--- config.mk ---
export PLATFORM = sky130hd
export DESIGN_NAME = imem_loader
export DESIGN_NICKNAME = d
export VERILOG_FILES = /design/src/rtl/loader_pkg.sv /design/src/rtl/loader_sum8.sv /design/src/rtl/imem_loader.sv
export SDC_FILE = /design/constraint.sdc
export NUM_CORES = 1
export LEC_CHECK = 0
export BUFFER_PORTS_ARGS = -buffer_cell sky130_fd_sc_hd__buf_4
export CELL_PAD_IN_SITES_DETAIL_PLACEMENT = 0
export CELL_PAD_IN_SITES_GLOBAL_PLACEMENT = 1
export CORE_ASPECT_RATIO = 0.8
export CORE_MARGIN = 4
export CORE_UTILIZATION = 35
export CTS_CLUSTER_DIAMETER = 30
export DETAILED_ROUTE_END_ITERATION = 8
export GPL_ROUTABILITY_DRIVEN = 0
export MAX_ROUTING_LAYER = met4
export PLACE_DENSITY_LB_ADDON = 0.1
export SETUP_SLACK_MARGIN = 0.05
export SLEW_MARGIN = 15
export SYNTH_ARGS = -nofsm -noshare
export SYNTH_HDL_FRONTEND = slang
export SYNTH_SLANG_ARGS = --single-unit
--- constraint.sdc ---
create_clock -name clk -period 1.85 [get_ports clk]
set_clock_uncertainty 0.1 [all_clocks]
set_input_delay 0.0925 -clock clk [delete_from_list [all_inputs] [get_ports clk]]
set_output_delay 0.0925 -clock clk [all_outputs]
set_load 0.01 [all_outputs]
--- src/rtl/loader_pkg.sv ---
// Shared definitions for the instruction-memory loader: FSM state encoding,
// length decoding and the checksum target value.
package loader_pkg;

    typedef enum logic [2:0] {
        IDLE,
        LEN,
        HI,
        LO,
        WR,
        CHK,
        DONE,
        ERR
    } loaderState_t;

    localparam logic [8:0] LEN_ZERO_WORDS = 9'd256;
    localparam logic [7:0] CHK_GOOD       = 8'h00;

    // A length byte of zero stands for a full 256-word program.
    function automatic logic [8:0] lenToWords(input logic [7:0] lenByte);
        return (lenByte == 8'd0) ? LEN_ZERO_WORDS : {1'b0, lenByte};
    endfunction

endpackage

--- src/rtl/loader_sum8.sv ---
// Clear/accumulate 8-bit modular adder used to build the running checksum of
// the program data bytes.
module loader_sum8 (
    input  logic       clk,
    input  logic       rst,
    input  logic       clear,
    input  logic       accumulate,
    input  logic [7:0] data,
    output logic [7:0] sum
);

    always_ff @(posedge clk) begin
        if (rst || clear) begin
            sum <= 8'h00;
        end else if (accumulate) begin
            sum <= sum + data;
        end
    end

endmodule

--- src/rtl/imem_loader.sv ---
// Instruction-memory loader: packs a host byte stream into big-endian 16-bit
// words, writes them to IMEM and releases the core once the program is in.
// Build option IMEM_LOADER_CHECKSUM_EN adds a trailing checksum byte check.
module imem_loader
    import loader_pkg::*;
#(
    parameter int ADDR_W    = 8,
    parameter int BASE_ADDR = 0
) (
    input  logic              clk,
    input  logic              rst,
    input  logic              start,
    input  logic [7:0]        in_data,
    input  logic              in_valid,
    output logic              in_ready,
    output logic              mem_we,
    output logic [ADDR_W-1:0] mem_addr,
    output logic [15:0]       mem_wdata,
    output logic              cpu_hold,
    output logic              busy,
    output logic              done,
    output logic              error,
    output logic [8:0]        words_loaded
);

    localparam logic [ADDR_W-1:0] BASE = ADDR_W'(BASE_ADDR);

    loaderState_t state;
    loaderState_t nextState;

    logic [8:0] targetWords;
    logic [8:0] wordsLoaded;
    logic [7:0] hiByte;
    logic       idleLike;
    logic       startAccepted;
    logic       lastWord;

    assign idleLike      = (state == IDLE) || (state == DONE) || (state == ERR);
    assign startAccepted = start && idleLike;
    assign lastWord      = ((wordsLoaded + 9'd1) == targetWords);
    assign words_loaded  = wordsLoaded;

`ifdef IMEM_LOADER_CHECKSUM_EN
    logic [7:0] runningSum;
    logic [7:0] checkTotal;
    logic       sumAccumulate;

    assign sumAccumulate = ((state == HI) || (state == LO)) && in_valid;
    assign checkTotal    = runningSum + in_data;

    loader_sum8 u_sum (
        .clk        (clk),
        .rst        (rst),
        .clear      (startAccepted),
        .accumulate (sumAccumulate),
        .data       (in_data),
        .sum        (runningSum)
    );
`endif

    always_ff @(posedge clk) begin
        if (rst) begin
            state <= IDLE;
        end else begin
            state <= nextState;
        end
    end

    always_comb begin
        nextState = state;
        case (state)
            IDLE, DONE, ERR: if (startAccepted) nextState = LEN;
            LEN:             if (in_valid) nextState = HI;
            HI:              if (in_valid) nextState = LO;
            LO:              if (in_valid) nextState = WR;
            WR: begin
                if (lastWord) begin
`ifdef IMEM_LOADER_CHECKSUM_EN
                    nextState = CHK;
`else
                    nextState = DONE;
`endif
                end else begin
                    nextState = HI;
                end
            end
`ifdef IMEM_LOADER_CHECKSUM_EN
            CHK: if (in_valid) nextState = (checkTotal == CHK_GOOD) ? DONE : ERR;
`else
            CHK: nextState = IDLE;
`endif
            default: nextState = IDLE;
        endcase
    end

    // Status flags follow the state directly so done/cpu_hold change on the
    // same edge that enters DONE.
    always_comb begin
        in_ready = (state == LEN) || (state == HI) || (state == LO) || (state == CHK);
        mem_we   = (state == WR);
        busy     = !idleLike;
        done     = (state == DONE);
        cpu_hold = (state != DONE);
`ifdef IMEM_LOADER_CHECKSUM_EN
        error    = (state == ERR);
`else
        error    = 1'b0;
`endif
    end

    always_ff @(posedge clk) begin
        if (rst) begin
            mem_addr    <= BASE;
            mem_wdata   <= 16'h0000;
            wordsLoaded <= 9'd0;
            targetWords <= 9'd0;
            hiByte      <= 8'h00;
        end else begin
            if (startAccepted) begin
                mem_addr    <= BASE;
                wordsLoaded <= 9'd0;
            end
            if ((state == LEN) && in_valid) begin
                targetWords <= lenToWords(in_data);
            end
            if ((state == HI) && in_valid) begin
                hiByte <= in_data;
            end
            if ((state == LO) && in_valid) begin
                mem_wdata <= {hiByte, in_data};
            end
            if (state == WR) begin
                mem_addr    <= mem_addr + 1'b1;
                wordsLoaded <= wordsLoaded + 9'd1;
            end
        end
    end

endmodule
==> out/summary.md, run 1 <==
The switching fraction of total power works out to 23.4%. Clock-pin slew was measured on the worst setup and hold paths at 0.10 ns. In the post-synthesis netlist, the cell with the most instances is sky130_fd_sc_hd__nand2_1.

The repair_antennas step left the layout with diodes totalling 0. The tools report the total CTS buffers as 5. The highest clock rate was 575 MHz; the core footprint was 6860 µm². The wire length after detailed routing was 6430 µm; the count of different cell masters after synthesis was 40. In the routed design, unresolved DRC markers number 0.

The startpoint identified for the worst hold timing path is start. The final layout contains 395 nets. Summing internal, switching and leakage power gives 2.37 mW. The synthesized design contains 0 enable-type register cells. The post-route worst hold slack came out at 0.0133 ns.

The flow ran to the end, and the final reports show no timing, DRC or antenna violations. The category of the most critical setup path is reg -> out. The tools report the number of buffers between clock root and the deepest sink as 2.

The maximum fanout along the worst path is 10. The number of design-rule violations left by the first detailed-router iteration came out at 83. Synthesis handed over a netlist of 313 instances. Entering global routing, the biggest net connects 34 pins.

The internal portion of the total power is 1.82 mW. The worst setup path is captured at a primary output. The H-tree generated during clock tree synthesis spans 2 levels. The tools report the clock latency on the worst-skew pair as 0.30 ns.

Of the total power, the clock network draws 39.9%. The multi-input combinational cell area is 1310 µm². In the routed layout, each cell is associated on average with a via count of 4.97.

Sorting the synthesized cells by area gives the leading types as sky130_fd_sc_hd__dfxtp_1 (43%), sky130_fd_sc_hd__nand2_1 (9.1%), sky130_fd_sc_hd__a21oi_1 (8.9%). The simple-gate portion of the synthesized area is 24.7%. The share of cell area taken by muxes after synthesis is 4.92%. The number of antenna violations at the first check in global routing is 0. Fill cells in the final layout number 706. After synthesis, the largest family of logic cells by area is simple AND/OR/NAND/NOR gates. The average instance in the mapped netlist occupies 7.88 µm².

For this configuration, the core starts out at a cell density of 36.0%. For the I/O pin count, the log shows 51. The vertical die dimension came out at 83.1 µm. The tools report the number of global-route vias before repair as 2,283. For the setup total negative slack, the log shows 0 ns.

STA classifies the critical path startpoint as a flip-flop. Per report_power, the sequential group accounts for 49.9% of the total. Detailed routing placed a total of 214 µm of wire on met3. The analysis attributes to net switching a power of 555 µW. The required time at the endpoint of the critical path is 1.66 ns. The share of synthesized flip-flops with an asynchronous set or reset was 0%; the antenna violation net count after detailed routing was 0. The routed design uses 2790 µm of met2 wire. Once placement finished, the instance area stood at 3020 µm². Share of synthesized cell area in full adder, half adder and majority cells: 1.01%. CTS saw 53 sinks. The global router's overall resource usage is 16.0%.

The cell sitting at the root of the clock tree is a sky130_fd_sc_hd__clkbuf_8. Synthesized flop and latch total: 53. The run gives 0 as the count of final setup violators. The share of the clock period used by the worst path after layout is 94.1%, and the number of warnings printed during yosys synthesis is 0. For this design the static power due to leakage is 1.30 nW. Compared with the post-synthesis result, the final layout area differs by 33.1%. The total standard cell area after synthesis is 2470 µm², and the share of layout cells above drive strength 1 is 24.3%. TritonCTS built the clock tree. The worst register-to-register path begins at words_loaded[2].

The highest layer touched by signal routing is met4. The die covers 8470 µm². The share of power burned in combinational logic is 10.2%. VDD sags by at most 0.000316 V. The sequential cells in the finished layout cover a total of 1070 µm². When the netlist entered floorplanning its net count stood at 327. The worst hold path class is in -> reg. Summing the sequential cell areas from Yosys gives 43.0% of the chip area. The synthesized netlist devotes 16.4% of its cell area to compound gates. The commonest register cell after synthesis was sky130_fd_sc_hd__dfxtp_1. The smallest clock period supported by the final layout is computed as 1.74 ns. The tool flagged a number of max-cap violations equal to 0. Counting instances in the post-synthesis netlist gives the leading cell types as sky130_fd_sc_hd__nand2_1 (60), sky130_fd_sc_hd__dfxtp_1 (53), sky130_fd_sc_hd__a21oi_1 (44). Dividing the detail-routed wire length by the instance count gives 13.7 µm.

Setup repair after global routing could not meet its margin everywhere. The first element of the critical path was state[2]. The via count of the routed design is 2,333, and the number of buffers added on ports is 49.

The data arrival time at the worst-slack endpoint is 1.55 ns, and the die width is 102 µm. For this run the aggregate overflow at the end of global routing stands at 0. The xor and xnor fraction of the mapped netlist area came out at 4.61%. Summed over all instances, the cell type with the most area after synthesis is sky130_fd_sc_hd__dfxtp_1.

The first global-routing pass estimated 10,800 µm of wire. For the final hold violation count, the log shows 0. The final non-filler cell area came out at 3280 µm². Power spread over the standard cell area amounts to 722 nW/µm². Of the post-synthesis cell area, the dominant cell type holds 43.0%. The max-slew violation count was 0; the detailed-route wire length on metal 1 was 3380 µm. The detailed-placement wirelength estimate is 4550 µm.

The worst path meets setup with 0.110 ns of slack. The run gives 0.0131 ns as the pre-CTS worst setup slack. Before antenna repair, the detailed router went through 4 iterations. The tools report the number of standard-cell rows in the floorplan as 27.
==> power by group through the flow <==
stage | sequential, mW | clock, mW | combinational (mW)
final | 1.18 | 0.947 | 0.242
after global routing | 1.19 | 1.00 | 0.269
after CTS | 1.18 | 0.979 | 0.241
after detailed placement | 1.21 | 0 | 0.226
after global placement | 1.21 | 0 | 0.226
after floorplan | 1.20 | 0 | 0.132
==> final timing paths <==
kind	to	slack [ns]	cells past startpoint
min reg2reg	mem_wdata[14]	0.36	2
max	mem_we	0.11	4
max reg2reg	state[2]	0.15	5
min	state[2]	0.01	4
==> layout make-up <==
class | count | area share [%]
multi-input combinational | 232 | 39.9
sequential | 53 | 32.5
timing repair buffer | 82 | 19.4
tap | 87 | 3.31
clock buffer | 5 | 2.10
clock inverter | 3 | 2.10
inverter | 7 | 0.800
==> stage by stage <==
stage                     cells  util (%)
after floorplan             313         -
after global placement      451      44.0
after detailed placement    451      44.0
after CTS                   469      47.4
after global routing        469      47.9
final                       469      47.9
==> state kept, by name, summed over array words and instances, names as in the netlist <==
| name | cells |
|---|---|
| targetWords | 9 |
| state | 3 |
| words_loaded | 9 |
| mem_wdata | 16 |
| mem_addr | 8 |
| hiByte | 8 |
==> repair_timing <==
item,CTS,global route
hold buffers,8,0
resized for setup,1,9
gates cloned,0,0
hold endpoints to repair,25,0
setup endpoints to repair,2,15
buffers inserted,2,0
==> cell families after synthesis <==
family,after synthesis
simple gates,133
compound gates,71
flops,53
buf+inv,28
xor+xnor,13
mux,12
fa+ha+maj,2
other cells,1
==> layout by cell type (no fill, tap or decap), types with 2 or more instances in the layout <==
| master | synthesis | routed |
|---|---|---|
| sky130_fd_sc_hd__a211oi_1 | 4 | 4 |
| sky130_fd_sc_hd__a21oi_1 | 44 | 44 |
| sky130_fd_sc_hd__and2_1 | 6 | 6 |
| sky130_fd_sc_hd__and3_1 | 2 | 2 |
| sky130_fd_sc_hd__and4_1 | 2 | 2 |
| sky130_fd_sc_hd__buf_4 | 1 | 74 |
| sky130_fd_sc_hd__bufinv_16 | 0 | 2 |
| sky130_fd_sc_hd__clkbuf_8 | 0 | 5 |
| sky130_fd_sc_hd__dfxtp_1 | 53 | 49 |
| sky130_fd_sc_hd__dfxtp_2 | 0 | 4 |
| sky130_fd_sc_hd__dlygate4sd3_1 | 0 | 8 |
| sky130_fd_sc_hd__inv_1 | 7 | 7 |
| sky130_fd_sc_hd__mux2i_1 | 11 | 11 |
| sky130_fd_sc_hd__nand2_1 | 60 | 60 |
| sky130_fd_sc_hd__nand3_1 | 12 | 12 |
| sky130_fd_sc_hd__nand3b_1 | 2 | 2 |
| sky130_fd_sc_hd__nand4_1 | 4 | 4 |
| sky130_fd_sc_hd__nor2_1 | 27 | 27 |
| sky130_fd_sc_hd__nor3_1 | 4 | 3 |
| sky130_fd_sc_hd__nor3b_1 | 2 | 2 |
| sky130_fd_sc_hd__nor4_1 | 3 | 2 |
| sky130_fd_sc_hd__o2111ai_1 | 2 | 2 |
| sky130_fd_sc_hd__o21ai_0 | 12 | 11 |
| sky130_fd_sc_hd__o31a_1 | 2 | 2 |
| sky130_fd_sc_hd__or3_1 | 6 | 6 |
| sky130_fd_sc_hd__xnor2_1 | 7 | 7 |
| sky130_fd_sc_hd__xor2_1 | 6 | 5 |
==> metal layers <==
metal	vias to the layer above	GRT usage [%]
met1	1077	22.8
li1	1212	-
met2	40	23.5
met4	0	3.69
met5	-	-
met3	4	2.94
==> critical path, cell delays in order (launching register included) <==
cell                      delay [ns]
sky130_fd_sc_hd__dfxtp_2        0.39
sky130_fd_sc_hd__or3b_4         0.46
sky130_fd_sc_hd__inv_1          0.10
sky130_fd_sc_hd__buf_4          0.17
sky130_fd_sc_hd__buf_4          0.13
(Power assumes the default switching activity.)
==> run 2: changes to the inputs <==
--- a/config.mk
+++ b/config.mk
@@ -16,6 +16,7 @@
 export GPL_ROUTABILITY_DRIVEN = 0
 export MAX_ROUTING_LAYER = met4
 export PLACE_DENSITY_LB_ADDON = 0.1
+export RECOVER_POWER = 50
 export SETUP_SLACK_MARGIN = 0.05
 export SLEW_MARGIN = 15
 export SYNTH_ARGS = -nofsm -noshare
==> run 2 against run 1 <==
Against the previous run:
- wire length shrank 0.31%
- non-clock buffer count is the same
- sequential share of layout area grew 1.4 points
- critical endpoint unchanged
==> out/summary.md, run 2 (same netlist as run 1, synthesis figures left out) <==
The worst IR drop on VDD was 0.000319 V; the maximum fanout along the worst path was 10. Once detail routing completed, the nets flagged for antenna violations numbered 0. Prior to clock tree synthesis, the placed netlist has a worst setup slack of 0.0131 ns. The number of antenna violations at the first check in global routing is 0, and the shortest period the worst path allows is 1.77 ns. The worst setup path is captured at a primary output. Of the available clock period, the critical path in the final layout requires 95.4%. The final hold violation count is 0. Input and output buffers added on the ports amount to 49. The run gives 0 as the final global-route overflow total. The tree is rooted in a sky130_fd_sc_hd__clkbuf_8. First element of the critical path: state[0]. The total die area is 8470 µm², and the die width is 102 µm. Using the TritonRoute via totals, the vias-per-cell ratio works out to 4.99. Startpoint type of the worst setup path: a flip-flop.

The clock latency on the worst-skew pair is 0.30 ns. More flip-flops sit in one register than any other, and that register is mem_wdata. The number of sinks handled by clock tree synthesis was 53; the worst setup slack after layout was 0.0842 ns. The run gives 0 ns as the setup total negative slack. Derived from the worst setup path, the maximum achievable clock frequency is 566 MHz. Number of buffers between clock root and the deepest sink: 2. The number of global-route vias before repair is 2,283.

The tools report the number of standard-cell rows in the floorplan as 27. The setup slack of the most critical reg-to-reg path was 0.15 ns. Counting cells, the worst reg-to-reg path comes to 4. Most repeated library cell on the critical path: sky130_fd_sc_hd__buf_4. After filler insertion, the fill cell instance count of the layout stands at 740. The core footprint was 6860 µm²; the standby leakage power was 1.15 nW. The data arrival time at the worst-slack endpoint came out at 1.57 ns.

The family of cells with the greatest summed delay on the critical path was simple AND/OR/NAND/NOR gates. The multi-input combinational cell area is 1310 µm², and the I/O pin count is 51. The run gives 4 as the number of iterations in the first detailed-routing pass. On the worst path, the slowest cell contributes a delay of 0.48 ns.

The capture instance of the worst register-to-register path is words_loaded[3]. The critical path contains buffers and inverters numbering 3 combined. Traced cell by cell, the critical path runs through or3b_4 -> inv_1 -> buf_4 -> buf_4. Leaving out fill and tap cells, the most frequent cell in the layout is sky130_fd_sc_hd__nand2_1.

The category of the most critical setup path is reg -> out. Setup violations remaining at the end of the flow were counted as 0. The tools report the total CTS buffers as 5. Among all stages on the critical path, the largest delay is contributed by sky130_fd_sc_hd__or3b_4. The tool flagged a number of max-cap violations equal to 0. Reg-to-reg startpoint: state[0]. The run gives 34 as the largest net degree at the start of global routing.

Clock-pin slew was measured on the worst setup and hold paths at 0.10 ns. The run finished with clean final reports. The run gives 0 as the max-slew violation count.

STA puts the critical path data required time at 1.66 ns. TritonCTS built the clock tree. Summing all flip-flop and latch instances after layout gives 1060 µm². The run gives 2 as the total number of H-tree levels. The top cell types in the final layout, fill and taps aside, are sky130_fd_sc_hd__nand2_1 (60), sky130_fd_sc_hd__dfxtp_1 (50), sky130_fd_sc_hd__a21oi_1 (44), sky130_fd_sc_hd__buf_4 (38), sky130_fd_sc_hd__clkbuf_1 (35). From synthesis to final layout, the design area changed by 27.6%.

Share of layout cells above drive strength 1: 14.9%. The net count of the finished layout is 395. The die is 83.1 µm tall.

The number of gates on the worst path with buffers counted came out at 4. Effective utilization at floorplan: 36.0%. The register with the most flip-flops in the layout has 16 of them. The tools report the wire length after detailed routing as 6410 µm. Detailed placement ended at an HPWL of 4550 µm.

The detailed-route DRC error count was 0. Setup repair after global routing could not meet its margin everywhere. Dividing total power by cell area gives a power density of 748 nW/µm². In this run the worst hold path is classified as in -> reg.

For the global router's overall resource usage, the log shows 16.0%. For the first-pass GRT wire length, the log shows 10,800 µm. The antenna cell count is 0, and the number of design-rule violations left by the first detailed-router iteration is 84.

The most critical setup path has its endpoint at mem_we. The run gives 2,340 as the via count of the routed design. Routed length per instance: 13.7 µm.
-- run 2: cell types whose count changed in the layout (fill, tap and decap cells not counted) --
cell	change
sky130_fd_sc_hd__buf_4	-36
sky130_fd_sc_hd__clkbuf_1	+35
sky130_fd_sc_hd__and2_0	+1
sky130_fd_sc_hd__and2_1	-1
sky130_fd_sc_hd__clkbuf_2	+1
sky130_fd_sc_hd__dfxtp_1	+1
sky130_fd_sc_hd__dfxtp_2	-1
-- run 2: tightest hold or removal path, cell delays in order --
cell and delay (ns):
sky130_fd_sc_hd__buf_4 0.11, sky130_fd_sc_hd__nand2_1 0.05, sky130_fd_sc_hd__o2111ai_1 0.07, sky130_fd_sc_hd__o31ai_1 0.07
-- run 2: area by class of cell --
type / count / share of cell area, %
repair buffers: 82 / 15.9
clock buffers: 5 / 2.19
clock inverters: 3 / 2.19
flip-flops and latches: 53 / 33.8
multi-input cells: 232 / 41.6
well taps: 87 / 3.46
inverters: 7 / 0.834
-- run 2: worst min-delay path by stage --
stage                from  cells past startpoint        endpoint
5_1_grt               rst                      2    mem_wdata[2]
6_report            start                      4        state[2]
4_1_cts               rst                      2  targetWords[8]
2_1_floorplan  in_data[1]                      2  targetWords[1]
3_3_place_gp   in_data[0]                      3       hiByte[0]
3_5_place_dp   in_data[0]                      3       hiByte[0]
-- run 2: what timing repair did --
action / CTS / global route
setup endpoints to repair: 2 / 15
hold buffers: 8 / 0
pin swaps: 0 / 0
cloned: 0 / 0
setup buffers: 2 / 0
hold endpoints to repair: 25 / 0
resized for setup: 1 / 9
-- run 2: where the power goes --
group	switching, mW	total, mW	internal [mW]	leakage (nW)
registers	0.0195	1.18	1.16	0.430
clock network	0.396	0.941	0.545	0.0687
logic	0.133	0.233	0.101	0.653
-- run 2: stage by stage --
step                power (mW)  cell area (µm²)  util, %  hold slack, ns  std cells
floorplan                 1.33             2470        -           0.128        313
CTS                       2.40             3250     47.4         0.00890        469
global route              2.45             3150     45.9          0.0379        469
detailed placement        1.43             3020     44.0           0.271        451
finish                    2.36             3150     45.9          0.0136        469
global placement          1.43             3020     44.0           0.265        451
-- run 2: per-layer routing --
layer	share of wire (%)	track usage, %	vias to the layer above
met5	0	-	-
met4	0.81	3.69	0
met3	4.2	2.94	4
met2	44	23.5	43
met1	51	22.8	1080
li1	-	-	1213
==> run 3: changes to the inputs <==
--- a/config.mk
+++ b/config.mk
@@ -5,14 +5,14 @@
 export SDC_FILE = /design/constraint.sdc
 export NUM_CORES = 1
 export LEC_CHECK = 0
-export BUFFER_PORTS_ARGS = -buffer_cell sky130_fd_sc_hd__buf_4
 export CELL_PAD_IN_SITES_DETAIL_PLACEMENT = 0
 export CELL_PAD_IN_SITES_GLOBAL_PLACEMENT = 1
 export CORE_ASPECT_RATIO = 0.8
 export CORE_MARGIN = 4
-export CORE_UTILIZATION = 35
+export CORE_UTILIZATION = 41
 export CTS_CLUSTER_DIAMETER = 30
 export DETAILED_ROUTE_END_ITERATION = 8
+export DONT_BUFFER_PORTS = 1
 export GPL_ROUTABILITY_DRIVEN = 0
 export MAX_ROUTING_LAYER = met4
 export PLACE_DENSITY_LB_ADDON = 0.1
==> run 3 against run 2 <==
Against the previous run:
- final cell count decreased by 10%
- setup slack improved by 0.022 ns
- first-iteration DRC count decreased by 9.5%
- die area decreased by 13%
- sequential share of layout area increased by 2.9 points
- critical path depth increased by 2
- wire length increased by 1.1%
- sequential power about the same
- via count decreased by 4.9%
- critical path type is now reg -> reg
==> out/summary.md, run 3 (same netlist as run 1, synthesis figures left out) <==
The flow ran to the end, and the final reports show no timing, DRC or antenna violations. The run gives 398 as the number of placed instances, taps included. More flip-flops sit in one register than any other, and that register is mem_wdata. The total number of H-tree levels was 2; the total of max-cap violations was 0. Setup repair after global routing could not meet its margin everywhere.

The worst setup path is launched from a flip-flop. In this run the cell area measured after placement is 2670 µm². Detailed placement ended at an HPWL of 4290 µm. The run gives 43.7% as the effective utilization at floorplan. Before CTS, the worst setup slack after placement is 0.0785 ns. For this run, the number of standard cells in the final layout without fillers is 420. The I/O pin count was 51; the final non-filler cell area was 2920 µm². The register with the most flip-flops in the layout has 16 of them. STA classifies the critical path endpoint as a flip-flop.

The routed length per instance was 15.4 µm. The fill cell total of the finished layout is 591, and the total die area is 7330 µm². After detailed routing, the number of vias per cell comes to 5.30. The max-slew violation count was 0; the shortest period the worst path allows was 1.74 ns. The final global-route overflow total is 0.

Leaving out fill and tap cells, the most frequent cells in the layout are sky130_fd_sc_hd__nand2_1 (60), sky130_fd_sc_hd__dfxtp_1 (49), sky130_fd_sc_hd__a21oi_1 (44), sky130_fd_sc_hd__nor2_1 (25), sky130_fd_sc_hd__buf_4 (22). For the number of global-route vias before repair, the log shows 2,098. The synthesis-to-layout area growth is 18.4%, and the largest net degree at the start of global routing is 54. Most common cell after layout, fill and taps aside: sky130_fd_sc_hd__nand2_1. The logs give 5650 µm² for the core footprint and 5 for the total CTS buffers.

In the global route stage, overall resource usage came out at 19.0%. The run gives 2.10 mW as the post-layout total power. The actual slew at the worst max-slew pin was 0.550 ns. The tools report the number of standard-cell rows in the floorplan as 24.

The tools report the storage element area as 1070 µm². The via count of the routed design is 2,226. The first detailed-routing pass ran for 4 iterations.

The share of the clock period used by the worst path after layout was 94.2%. The power per cell area works out to 720 nW/µm². The worst IR drop on VDD is 0.000329 V, and the number of antenna violations at the first check in global routing is 0. The logs give 53 for the number of sinks handled by clock tree synthesis and 355 for the net count reported at finish. The tools report the number of buffers between clock root and the deepest sink as 2.

The maximum fanout along the worst path was 4; the first-pass GRT wire length was 10,700 µm. The detail route stage leaves a number of antenna-violating nets equal to 0. The die width was 94.7 µm; the headroom to the max-slew limit was 63.2%.

Adding up every negative setup slack in the final design gives 0 ns. The worst hold path class was in -> reg. Setup slack closes at 0.107 ns.

The tree is rooted in a sky130_fd_sc_hd__clkbuf_8. Number of design-rule violations left by the first detailed-router iteration: 76. For the standby leakage power, the log shows 1.05 nW. TritonCTS built the clock tree. The category of the most critical setup path is reg -> reg. For the worst setup path, the data arrival time is 1.88 ns. At the later pin of the worst-skew pair, clock insertion delay measures 0.32 ns. Number of buffers added on ports: 0. The tools report the multi-input combinational cell area as 1310 µm². In the final layout, the share of cells above drive strength 1 is 12.6%. The die is 77.4 µm tall.

The final layout contains routed wiring with a total length of 6480 µm. Setup violations remaining at the end of the flow were counted as 0. The detailed-route DRC error count came out at 0. The antenna cell count was 0; the final hold violation count was 0. The tools report the required time at the endpoint of the critical path as 1.99 ns. Setup slack of the most critical reg-to-reg path: 0.11 ns. The clock transition time at the flip-flop clock pins of the worst setup and hold paths is 0.11 ns, and the highest clock rate is 574 MHz.
[run 3: cell types whose count changed in the layout (fill, tap and decap cells not counted), moves of 2 or more]
cell,previous run,this run
sky130_fd_sc_hd__dfxtp_4,0,2
sky130_fd_sc_hd__nor2_2,0,2
sky130_fd_sc_hd__clkbuf_1,35,7
sky130_fd_sc_hd__buf_4,38,22
sky130_fd_sc_hd__nor2_1,27,25
sky130_fd_sc_hd__bufinv_16,2,0
sky130_fd_sc_hd__dlygate4sd3_1,8,10
[run 3: what timing repair did]
| action | CTS | global route |
|---|---|---|
| gates resized for setup | 2 | 9 |
| gates cloned | 1 | 0 |
| hold buffers | 11 | 0 |
| setup buffers | 2 | 0 |
| endpoints found under the setup margin | 1 | 8 |
| hold endpoints to repair | 53 | 0 |
| pin swaps | 1 | 0 |
[run 3: critical path, stage by stage, from the launching register on]
cell	delay [ns]
sky130_fd_sc_hd__dfxtp_2	0.38
sky130_fd_sc_hd__buf_4	0.15
sky130_fd_sc_hd__nand3_1	0.09
sky130_fd_sc_hd__or3_1	0.41
sky130_fd_sc_hd__mux2i_1	0.14
sky130_fd_sc_hd__o211a_1	0.16
sky130_fd_sc_hd__o31ai_1	0.22
[run 3: final cells by class]
class | instances | share of cell area [%]
inverter | 7 | 0.900
clock inverter | 3 | 0.985
sequential | 53 | 36.7
tap | 78 | 3.34
clock buffer | 5 | 2.36
timing repair buffer | 41 | 11.1
multi-input combinational | 233 | 44.7
[run 3: metrics by stage]
step	hold WS (ns)	utilization, %
finish	0.0172	51.7
global route	0.0321	51.7
CTS	0.00193	51.7
detailed placement	0.0682	47.4
global placement	0.0675	47.4
floorplan	0.128	-
[run 3: layer usage]
| metal | up-vias | GRT usage (%) | wire length, µm |
|---|---|---|---|
| met3 | 8 | 4.55 | 337 |
| met2 | 51 | 28.3 | 2880 |
| met4 | 0 | 5.19 | 76 |
| met5 | - | - | 0 |
| li1 | 1130 | - | - |
| met1 | 1037 | 25.9 | 3180 |
[run 3: worst paths after layout]
| path | depth (start not counted) | startpoint | endpoint |
|---|---|---|---|
| max | 6 | words_loaded[0] | state[2] |
| min | 4 | in_valid | state[0] |
| max reg2reg | 6 | words_loaded[0] | state[2] |
| min reg2reg | 2 | hiByte[3] | mem_wdata[11] |
[run 3: power by group]
part	switching, mW	internal, mW	total [mW]
Sequential	0.0261	1.16	1.19
Clock	0.427	0.284	0.710
Combinational	0.120	0.0828	0.203
